==> src/rtl/mem_arb_pkg.sv <==
`default_nettype none
// ============================================================================
//  Package     : mem_arb_pkg
//  Description : Shared types and defaults for the mem_loc two-port arbiter.
//                Provides the controller state encoding, the default address
//                and data widths, and the sizing rule for the read-latency
//                down-counter.
//  Revision    : 1.0 - initial release
// ============================================================================
package mem_arb_pkg;

    localparam int ADDR_W_DEF   = 7;
    localparam int DATA_W_DEF   = 8;
    localparam int READ_LAT_DEF = 1;

    typedef enum logic [1:0] {
        IDLE  = 2'd0,
        ISSUE = 2'd1,
        WAIT  = 2'd2,
        RESP  = 2'd3
    } state_e;

    // The counter is loaded with READ_LAT-1, so it never needs to hold
    // READ_LAT itself. At least one bit is kept so the signal is always legal.
    function automatic int lat_cnt_w(input int read_lat);
        return (read_lat > 1) ? $clog2(read_lat) : 1;
    endfunction

endpackage
`default_nettype wire

==> src/rtl/mem_loc_arbiter_rr_arb2.sv <==
`default_nettype none
// ============================================================================
//  Module      : rr_arb2
//  Description : Combinational two-way round-robin grant.
//                When both requesters are valid, the one that was NOT granted
//                most recently (i_last) wins. A lone valid requester is
//                granted regardless of i_last.
//  Ports       : i_valid0 / i_valid1 - request valid per port
//                i_last              - port that received the previous grant
//                o_grant[1:0]        - one-hot grant (bit n = port n)
//  Revision    : 1.0 - initial release
// ============================================================================
module rr_arb2 (
    input  logic       i_valid0,
    input  logic       i_valid1,
    input  logic       i_last,
    output logic [1:0] o_grant
);

    always_comb begin
        o_grant = 2'b00;
        if (i_valid0 && i_valid1) begin
            o_grant = i_last ? 2'b01 : 2'b10;
        end else if (i_valid0) begin
            o_grant = 2'b01;
        end else if (i_valid1) begin
            o_grant = 2'b10;
        end
    end

endmodule
`default_nettype wire

==> src/rtl/mem_loc_arbiter.sv <==
`default_nettype none
// ============================================================================
//  Module      : mem_loc_arbiter
//  Description : Two-requester round-robin access controller for one mem_loc
//                instance. Accepts a request in IDLE, registers it onto the
//                memory port, waits out the read latency and returns the read
//                byte to the owning port with a one-cycle rvalid pulse.
//  Ports       : clk, rst_n            - clock, synchronous active-low reset
//                pX_valid/ready        - request handshake (X = 0, 1)
//                pX_we/addr/wdata      - request fields
//                pX_rvalid/rdata       - read response
//                mem_we/addr/data      - registered memory command
//                mem_out               - memory read data
//  Revision    : 1.0 - initial release
// ============================================================================
module mem_loc_arbiter
    import mem_arb_pkg::*;
#(
    parameter int ADDR_W   = ADDR_W_DEF,
    parameter int DATA_W   = DATA_W_DEF,
    parameter int READ_LAT = READ_LAT_DEF
) (
    input  logic              clk,
    input  logic              rst_n,

    input  logic              p0_valid,
    output logic              p0_ready,
    input  logic              p0_we,
    input  logic [ADDR_W-1:0] p0_addr,
    input  logic [DATA_W-1:0] p0_wdata,
    output logic              p0_rvalid,
    output logic [DATA_W-1:0] p0_rdata,

    input  logic              p1_valid,
    output logic              p1_ready,
    input  logic              p1_we,
    input  logic [ADDR_W-1:0] p1_addr,
    input  logic [DATA_W-1:0] p1_wdata,
    output logic              p1_rvalid,
    output logic [DATA_W-1:0] p1_rdata,

    output logic              mem_we,
    output logic [ADDR_W-1:0] mem_addr,
    output logic [DATA_W-1:0] mem_data,
    input  logic [DATA_W-1:0] mem_out
);

    localparam int              CNT_W    = lat_cnt_w(READ_LAT);
    localparam logic [CNT_W-1:0] CNT_LOAD = CNT_W'((READ_LAT > 0) ? READ_LAT - 1 : 0);
    localparam bit              LAT_ZERO = (READ_LAT == 0);

    state_e              state_q,     state_d;
    logic                last_q,      last_d;
    logic                port_q,      port_d;
    logic                mem_we_q,    mem_we_d;
    logic [ADDR_W-1:0]   mem_addr_q,  mem_addr_d;
    logic [DATA_W-1:0]   mem_data_q,  mem_data_d;
    logic [CNT_W-1:0]    cnt_q,       cnt_d;
    logic                p0_rvalid_q, p0_rvalid_d;
    logic                p1_rvalid_q, p1_rvalid_d;
    logic [DATA_W-1:0]   p0_rdata_q,  p0_rdata_d;
    logic [DATA_W-1:0]   p1_rdata_q,  p1_rdata_d;

    logic [1:0]          w_grant;
    logic                w_accept0;
    logic                w_accept1;
    logic                w_sample;

    rr_arb2 u_rr_arb2 (
        .i_valid0 (p0_valid),
        .i_valid1 (p1_valid),
        .i_last   (last_q),
        .o_grant  (w_grant)
    );

    // Only one grant bit can be set, so at most one ready per cycle.
    assign p0_ready  = (state_q == IDLE) && w_grant[0];
    assign p1_ready  = (state_q == IDLE) && w_grant[1];
    assign w_accept0 = p0_valid && p0_ready;
    assign w_accept1 = p1_valid && p1_ready;

    always_comb begin
        state_d     = state_q;
        last_d      = last_q;
        port_d      = port_q;
        mem_we_d    = mem_we_q;
        mem_addr_d  = mem_addr_q;
        mem_data_d  = mem_data_q;
        cnt_d       = cnt_q;
        p0_rvalid_d = 1'b0;
        p1_rvalid_d = 1'b0;
        p0_rdata_d  = p0_rdata_q;
        p1_rdata_d  = p1_rdata_q;
        w_sample    = 1'b0;

        case (state_q)
            IDLE: begin
                if (w_accept0 || w_accept1) begin
                    port_d     = w_accept1;
                    last_d     = w_accept1;
                    mem_we_d   = w_accept1 ? p1_we    : p0_we;
                    mem_addr_d = w_accept1 ? p1_addr  : p0_addr;
                    mem_data_d = w_accept1 ? p1_wdata : p0_wdata;
                    state_d    = ISSUE;
                end
            end
            ISSUE: begin
                mem_we_d = 1'b0;
                if (mem_we_q) begin
                    state_d = IDLE;
                end else if (LAT_ZERO) begin
                    w_sample = 1'b1;
                    state_d  = RESP;
                end else begin
                    cnt_d   = CNT_LOAD;
                    state_d = WAIT;
                end
            end
            WAIT: begin
                if (cnt_q == '0) begin
                    w_sample = 1'b1;
                    state_d  = RESP;
                end else begin
                    cnt_d = cnt_q - CNT_W'(1);
                end
            end
            RESP: begin
                state_d = IDLE;
            end
            default: begin
                state_d = IDLE;
            end
        endcase

        // The response is registered here so rvalid is high exactly in RESP;
        // the non-owning port's rdata is left untouched.
        if (w_sample) begin
            if (port_q) begin
                p1_rvalid_d = 1'b1;
                p1_rdata_d  = mem_out;
            end else begin
                p0_rvalid_d = 1'b1;
                p0_rdata_d  = mem_out;
            end
        end
    end

    always_ff @(posedge clk) begin
        if (!rst_n) begin
            state_q     <= IDLE;
            last_q      <= 1'b1;
            port_q      <= 1'b0;
            mem_we_q    <= 1'b0;
            mem_addr_q  <= '0;
            mem_data_q  <= '0;
            cnt_q       <= '0;
            p0_rvalid_q <= 1'b0;
            p1_rvalid_q <= 1'b0;
            p0_rdata_q  <= '0;
            p1_rdata_q  <= '0;
        end else begin
            state_q     <= state_d;
            last_q      <= last_d;
            port_q      <= port_d;
            mem_we_q    <= mem_we_d;
            mem_addr_q  <= mem_addr_d;
            mem_data_q  <= mem_data_d;
            cnt_q       <= cnt_d;
            p0_rvalid_q <= p0_rvalid_d;
            p1_rvalid_q <= p1_rvalid_d;
            p0_rdata_q  <= p0_rdata_d;
            p1_rdata_q  <= p1_rdata_d;
        end
    end

    // A write still sitting in ISSUE when reset arrives must not commit,
    // so the strobe is qualified by rst_n in the same cycle.
    assign mem_we    = mem_we_q && rst_n;
    assign mem_addr  = mem_addr_q;
    assign mem_data  = mem_data_q;
    assign p0_rvalid = p0_rvalid_q;
    assign p1_rvalid = p1_rvalid_q;
    assign p0_rdata  = p0_rdata_q;
    assign p1_rdata  = p1_rdata_q;

endmodule
`default_nettype wire

==> config.mk <==
export PLATFORM = sky130hd
export DESIGN_NAME = mem_loc_arbiter
export DESIGN_NICKNAME = d
export VERILOG_FILES = /design/src/rtl/mem_arb_pkg.sv /design/src/rtl/mem_loc_arbiter_rr_arb2.sv /design/src/rtl/mem_loc_arbiter.sv
export SDC_FILE = /design/constraint.sdc
export NUM_CORES = 1
export LEC_CHECK = 0
export CAP_MARGIN = 25
export CORE_ASPECT_RATIO = 2
export CORE_UTILIZATION = 40
export CTS_BUF_LIST = sky130_fd_sc_hd__clkbuf_2
export DETAILED_ROUTE_END_ITERATION = 16
export PLACE_DENSITY = 0.79
export SETUP_SLACK_MARGIN = 0.2
export SLEW_MARGIN = 20
export SYNTH_ARGS = -nofsm -noshare
export SYNTH_HDL_FRONTEND = slang
export SYNTH_HIERARCHICAL = 1
export SYNTH_SLANG_ARGS = --single-unit
==> constraint.sdc <==
create_clock -name clk -period 2.8 [get_ports clk]
set_input_delay 0.42 -clock clk [delete_from_list [all_inputs] [get_ports clk]]
set_output_delay 0.42 -clock clk [all_outputs]
set_load 0.01 [all_outputs]
## After elaboration in Yosys (flattened, before gate mapping)

Cells that the tools add are included.

- Add/subtract/negate cells: 1
- $mul: 0
- Div/mod/pow operators: 0
- Magnitude comparators: 0
- Equal/unequal tests: 6
- Shift operators: 0
- Mux-type cells: 20
- Bitwise gates (word level): 1
- Reductions and logical operators: 17

Operator list:

| cell | number |
|---|---|
| 2-to-1 mux 2 bit | 7 |
| AND reduction 2 bit | 7 |
| 2-to-1 mux 1 bit | 8 |
| 2-to-1 mux 8 bit | 1 |
| one-hot mux 2 bit (4 select lines) | 1 |
| 2-to-1 mux 7 bit | 1 |
| logical AND 1 bit | 6 |
| equality test 2 bit, second input constant | 2 |
| != test 2 bit, second input constant | 2 |
| one-hot mux 1 bit (2 select lines) | 2 |
| nonzero test 2 bit | 2 |
| equality test 2 x 1 -> 1 bit, second input constant | 1 |
| logical NOT 2 bit | 1 |
| != test 2 x 1 -> 1 bit, second input constant | 1 |
| logical OR 1 bit | 1 |
| inverter 1 bit | 1 |
| subtractor 1 bit, second input constant | 1 |

- Register bits after elaboration: 39
- Bits in latches: 0
- Memory bits (writable): 0
- Bits in read-only memories: 0
- Bits of input ports: 44
- Output and inout port bits: 36
- Word-level logic and storage cells: 56
- Memories kept: 0

## Longest topological paths before layout

Gate-level depths: netlist of the first run.

- Depth after elaboration: 8
- Mapped depth: 8

## Cells and area by module

Netlist of the first run, hierarchy kept.

By module, submodules not included:

| module | instances | cells each | area each (µm²) | sequential area each (µm²) |
|---|---|---|---|---|
| mem_loc_arbiter | 1 | 174 | 1,640.3 | 760.7 |
| rr_arb2 | 1 | 3 | 18.8 | 0.0 |

## Least setup slack after synthesis of the first run

OpenSTA, ideal clock, no wires.

- Path kind: input-to-reg
- From: input p1_valid
- To: register mem_addr_q[1], in the netlist mem_addr[1]
- Setup time: 0.088 ns
- Data arrival time: 1.577 ns
- Path slack: 1.135 ns
- Cell stages on the path: 8
- Buffers on the path: 4
- Path through: a21boi_0 > buf_6 > a22o_1 > buf_6 > and2_4 > buf_6 > buf_6 > a311oi_2

- Word-level cells in the longest chain between the ends: 7

RTL lines:

| element | RTL line | text |
|---|---|---|
| start, declared | mem_loc_arbiter.sv:34 | `input logic p1_valid,` |
| 2-to-1 mux 2 bit | mem_loc_arbiter_rr_arb2.sv:26 | `end else if (i_valid1) begin` |
| 2-to-1 mux 2 bit | mem_loc_arbiter_rr_arb2.sv:24 | `end else if (i_valid0) begin` |
| 2-to-1 mux 2 bit | mem_loc_arbiter_rr_arb2.sv:22 | `if (i_valid0 && i_valid1) begin` |
| logical AND 1 bit | mem_loc_arbiter.sv:78 | `assign p1_ready = (state_q == IDLE) && w_grant[1];` |
| logical AND 1 bit | mem_loc_arbiter.sv:80 | `assign w_accept1 = p1_valid && p1_ready;` |
| logical OR 1 bit | mem_loc_arbiter.sv:98 | `if (w_accept0 \|\| w_accept1) begin` |
| AND reduction 2 bit (no line) | - |  |
| end signal, assigned | mem_loc_arbiter.sv:166 | `mem_addr_q <= mem_addr_d;` |
| end, declared | mem_loc_arbiter.sv:56 | `logic [ADDR_W-1:0] mem_addr_q, mem_addr_d;` |

Parallel ways exist; a longest one is shown, timed or not.
A chain may end at the register's enable or synchronous reset.

## Worst setup path in the final report of the first run

- From: input p1_valid
- To: output p0_ready

- Word-level cells in the longest chain between the ends: 3

RTL lines:

| element | RTL line | text |
|---|---|---|
| logical AND 1 bit | mem_loc_arbiter_rr_arb2.sv:22 |  |
| 2-to-1 mux 2 bit | mem_loc_arbiter_rr_arb2.sv:22 |  |
| via w_grant[0] | mem_loc_arbiter.sv:64 | `logic [1:0] w_grant;` |
| logical AND 1 bit | mem_loc_arbiter.sv:77 | `assign p0_ready = (state_q == IDLE) && w_grant[0];` |
| end, declared | mem_loc_arbiter.sv:27 | `output logic p0_ready,` |

The timed path passes the listed nets, and every way through them passes these cells.

==> results of run 1 <==
-- cell type report --
cell class | count | area share
Clock buffer | 5 | 0.00976
Clock inverter | 3 | 0.0249
Inverter | 3 | 0.00439
Multi-Input combinational cell | 120 | 0.311
Sequential cell | 38 | 0.297
Tap cell | 51 | 0.0249
Timing Repair Buffer | 86 | 0.329
-- critical path, stage by stage --
cell             delay, ns
clkdlybuf4s50_1       0.41
buf_4                 0.20
a21boi_1              0.17
and2_1                0.16
clkdlybuf4s50_1       0.53
-- final timing paths --
path,from,end,slack (ns),cells past startpoint
max,p1_valid,p0_ready,0.48,5
min reg2reg,p0_rdata[3],p0_rdata[3],0.51,2
min,p0_rdata[3],p0_rdata[3],0.51,2
max reg2reg,last_q,mem_addr[6],1.05,6
-- sequential cells by signal, summed over array words and instances (netlist names), named ones only --
register and count:
p1_rdata 8, state_q 1, p0_rdata 8, mem_we_q 1, p0_rvalid 1, port_q 1
mem_addr 7, mem_data 8, last_q 1, p1_rvalid 1
-- layer usage --
| metal | global-route usage | vias up | wire [um] |
|---|---|---|---|
| met3 | 0.0502 | 12 | 226 |
| met1 | 0.202 | 731 | 1430 |
| li1 | - | 778 | - |
| met4 | 0.109 | 0 | 140 |
| met5 | 0 | - | 0 |
| met2 | 0.379 | 67 | 2500 |
-- power breakdown --
group | switching (W) | internal (W) | leakage [nW]
logic | 0.000176 | 0.000214 | 0.634
registers | 0.0000334 | 0.000590 | 0.310
clock network | 0.000175 | 0.000238 | 0.0506
-- placed cells by master, fill, tap and decap left out, drive strengths merged --
cell type      instances
a21oi                 16
clkdlybuf4s50         79
nand2b                 1
buf                    7
a211o                  1
inv                    2
a311oi                16
a211oi                 1
bufinv                 2
mux2i                 16
clkbuf                 5
nor2                  20
nor3b                  1
clkinv                 2
nand2                 19
and2                   5
nor3                   1
nand3b                 1
dfxtp                 38
o21a                   2
a22o                   1
a21boi                 3
nand3                 16
-- stage by stage --
stage	worst slack, ns	instances	utilization
6_report	0.480	306	0.654
5_1_grt	0.341	306	0.654
4_1_cts	0.452	306	0.654
3_3_place_gp	0.495	298	0.631
2_1_floorplan	1.13	177	-
3_5_place_dp	0.467	298	0.631
-- cell families after synthesis --
group / synth area share
compound gates: 0.208
flops: 0.459
buf+inv: 0.0641
mux: 0.0965
simple gates: 0.173
==> impl_metrics.toml, run 1 <==
[outcome]
run_status = "finished clean"

[global_route]
grt_pass1_vias = 1531
grt_pass1_wl_um = 6710
antenna_found_initial = 0
grt_start_max_net_pins = 20
grt_overflow = 0
track_usage = 0.211

[timing]
fmax_mhz = 431
timing.final.crit_share = 0.828
slew_violations = 0
worst_slew_pin_slew_ns = 0.878
final.setup.tns_ns = 0
hold_violations = 0
setup_viol = 0
hold_ws_ns = 0.514
rsz0062_at_grt = "false"
skew_ns = 0.00668
slew_headroom = 0.412
layout_min_cycle_time_ns = 2.32

[route]
firstDrtPassIters = 4
via_count = 1588
drt-total-wl_um = 4300
viasPerCell = 5.19
drc = 0
first_iter_violations = 24
post_drt_wl_per_cell_um = 14.0
ant_nets = 0

[clock_network]
ctsHoldBuffers = 0
cts_tree = "yes"
cts.path.max_buffers = 2
htree_levels = 2
cts.sinks = 38
clockRootBuffer = "clkbuf_2"
insertion_delay_ns = 0.38
numCtsBuffers = 5
post_cts_buffers = 0
ctsResizeCount = 0
cts.clk_slew.worst_paths_ns = 0.18

[floorplanning]
rows = 32
initial_core_util = 0.423
die_y_um = 93.1
pin_count = 80
dieArea_um2 = 4430
die_w_um = 47.5
core-area_um2 = 3920

[critical_path]
critPathLaunchType = "primary input"
critPathRequiredTime_ns = 2.38
critPathKind = "in2out"
cp_data_arrival_time_ns = 1.90
end_kind = "output port"
critPathMaxFanout = 19

[layout]
finalInstanceArea_um2 = 2560
nets = 298
multi_input_area_um2 = 797
area_growth_pct = 54.6
regArea_um2 = 761
drive_gt1_frac = 0.102
fillers = 371
antenna_cells = 0

[logic_synthesis]
async_flop_share = 0
yosysMostFrequentCell = "dfxtp_1"
synth_area_leaders = "dfxtp_1 46%, mux2i_1 9.7%, a311oi_2 9.0%"
synth.top_cell.area_share = 0.459
yosys-top-cells-count = "38 x dfxtp_1, 20 x nor2_1, 19 x nand2_1"
ys_types = 25
syn-cell-area_um2 = 1660
ys_warn_count = 6
synth.largest_area_cell = "dfxtp_1"
synth-edff-count = 0
avgSynthCellArea_um2 = 9.37
syn_nets = 221
synth_seq_cells = 38
syn_inst = 177
ys.flop_type = "dfxtp_1"
seq_area_frac_synth = 0.459

[place]
gp_congestion = 0.823
io_buffers = 79
place_hpwl_um = 3240
placed_area_um2 = 2480

[power]
p_leak_nw = 0.995
power_w = 0.00143
irDropWorstVdd_uv = 479
powerDensity_nw_per_um2 = 556

[worst_hold_path]
holdCritPathClass = "reg2reg"

[job]
cap_violations = 0
Note: power is estimated with default switching activity, not from simulation.
==> run 2: changes to the inputs <==
- CORE_UTILIZATION: 40 -> 38
- clock period: 2.8 -> 2.1 ns (I/O delays scaled with it)
==> run 2 against run 1 <==
- clock skew increased by 0.0085 ns
- global-route usage decreased by 0.57 points
- setup slack worse by 0.18 ns
- non-clock buffer count up 7
- combinational power rose by 37%
- clock power down 27%
- total power is 17% higher
- core utilization down 3.2 points
- first-iteration DRC count is 21% higher
- via count decreased by 0.25%
==> impl_metrics.toml, run 2 (same netlist as run 1, synthesis figures left out) <==
[outcome]
run_status = "finished clean"

[layout]
finalNonFillerCells = 313
final_util = 0.621
final_cell_mix = "77 x clkdlybuf4s50_1, 38 x dfxtp_1, 19 x nand2_1, 19 x nor2_1"
area_growth_pct = 54.6
drive_gt1_frac = 0.130
layout_commonest_cell = "clkdlybuf4s50_1"
nets = 305
antenna_cells = 0

[clock_network]
cts_tree = "yes"
clockRootBuffer = "clkbuf_2"
cts.clk_slew.worst_paths_ns = 0.18
insertion_delay_ns = 0.38
cts.sinks = 38
post_cts_buffers = 0
cts.path.max_buffers = 2
htree_levels = 2
numCtsBuffers = 5

[global_route]
grt_overflow = 0
track_usage = 0.205
antenna_found_initial = 0
grt_start_max_net_pins = 23
grt_pass1_wl_um = 7360
grt_pass1_vias = 1614

[place]
io_buffers = 79
dp_cells = 306
place_hpwl_um = 3260
gp_congestion = 0.811

[critical_path]
crit_path_start = "p1_valid"
reg2regPathDepth = 7
crit_chain = "clkdlybuf4s50_1, a21boi_1, buf_4, and2_1, dlygate4sd2_1"
critPathLaunchType = "primary input"
critPathKind = "in2out"
cp_slowest_cell = "clkdlybuf4s50_1"
reg2reg_slack_ns = 0.58
slowest_delay_ns = 0.47
r2r_start = "last_q"
critPathMaxFanout = 3
end_kind = "output port"
cp_data_arrival_time_ns = 1.49
critPathRequiredTime_ns = 1.78
r2r-end = "mem_data[7]"

[floorplanning]
die_w_um = 48.7
rows = 33
initial_core_util = 0.402
pin_count = 80
dieArea_um2 = 4650
core-area_um2 = 4130
die_y_um = 95.4

[route]
ant_nets = 0
drt-total-wl_um = 4370
via_count = 1584
firstDrtPassIters = 4
first_iter_violations = 29
drc = 0
post_drt_wl_per_cell_um = 14.0
viasPerCell = 5.06

[timing]
layout_min_cycle_time_ns = 1.80
final.setup.tns_ns = 0
rsz0062_at_grt = "false"
fmax_mhz = 554
slew_violations = 0
setup_viol = 0
timing.final.crit_share = 0.859
hold_violations = 0
skew_ns = 0.0152
worst_slew_pin_slew_ns = 0.600
hold_ws_ns = 0.496
slew_headroom = 0.599

[worst_hold_path]
holdCritPathClass = "in2reg"
min_to = "mem_data[2]"
hold_depth = 3
worstHoldStart = "p0_wdata[2]"

[power]
powerDensity_nw_per_um2 = 649
p_leak_nw = 1.01
irDropWorstVdd_uv = 407

[job]
cap_violations = 0
==> run 2: cell count changes in the layout (fill, tap and decap cells not counted) <==
cell / change
nor2_2: +1
buf_4: +7
nor2_1: -1
clkinv_1: -1
bufinv_16: -2
clkdlybuf4s50_1: -2
dlygate4sd2_1: +2
clkinv_2: +2
==> run 2: repair_timing <==
| item | 4_1_cts | 5_1_grt |
|---|---|---|
| gates resized for setup | 3 | 0 |
| hold buffers | 0 | 0 |
| endpoints found under the setup margin | 2 | 0 |
==> run 2: report_power, final <==
| group | internal [W] | leakage (nW) | total [W] | switching [W] |
|---|---|---|---|---|
| Combinational | 0.000294 | 0.674 | 0.000534 | 0.000240 |
| Sequential | 0.000787 | 0.310 | 0.000830 | 0.0000434 |
| Clock | 0.0000722 | 0.0286 | 0.000301 | 0.000229 |
==> run 2: critical path, delay by kind of cell <==
kind / cells / cell delay [ns]
buf+inv: 3 / 0.90
compound gates: 1 / 0.16
simple gates: 1 / 0.10
==> run 2: metal layers <==
metal  track usage  up-vias  routed length (um)
met3        0.0335       10                 176
met4         0.113        0                 123
li1              -      792                   -
met1         0.212      727                1650
met2         0.384       55                2420
met5             0        -                   0
==> run 2: worst max path at each step <==
stage	endpoint	cells after the start	slack, ns
6_report	p1_ready	5	0.30
5_1_grt	p0_ready	4	0.21
4_1_cts	p1_ready	5	0.29
3_5_place_dp	p1_ready	5	0.02
3_3_place_gp	p1_ready	5	0.01
2_1_floorplan	mem_addr[4]	8	0.54
==> run 2: area by class of cell <==
class,count,area (um^2)
clock buffer,5,25.0
clock inverter,2,10.0
fill,381,1560
inverter,3,11.3
multi-input combinational,120,800
sequential,38,761
tap,52,65.1
timing repair buffer,93,893
==> run 2: through the flow <==
step | instance area (um^2) | setup slack (ns) | total power [W]
floorplan | 1660 | 0.540 | 0.00112
global placement | 2530 | 0.0141 | 0.00138
detailed placement | 2530 | 0.0242 | 0.00138
CTS | 2560 | 0.290 | 0.00168
global route | 2560 | 0.206 | 0.00176
finish | 2560 | 0.296 | 0.00166
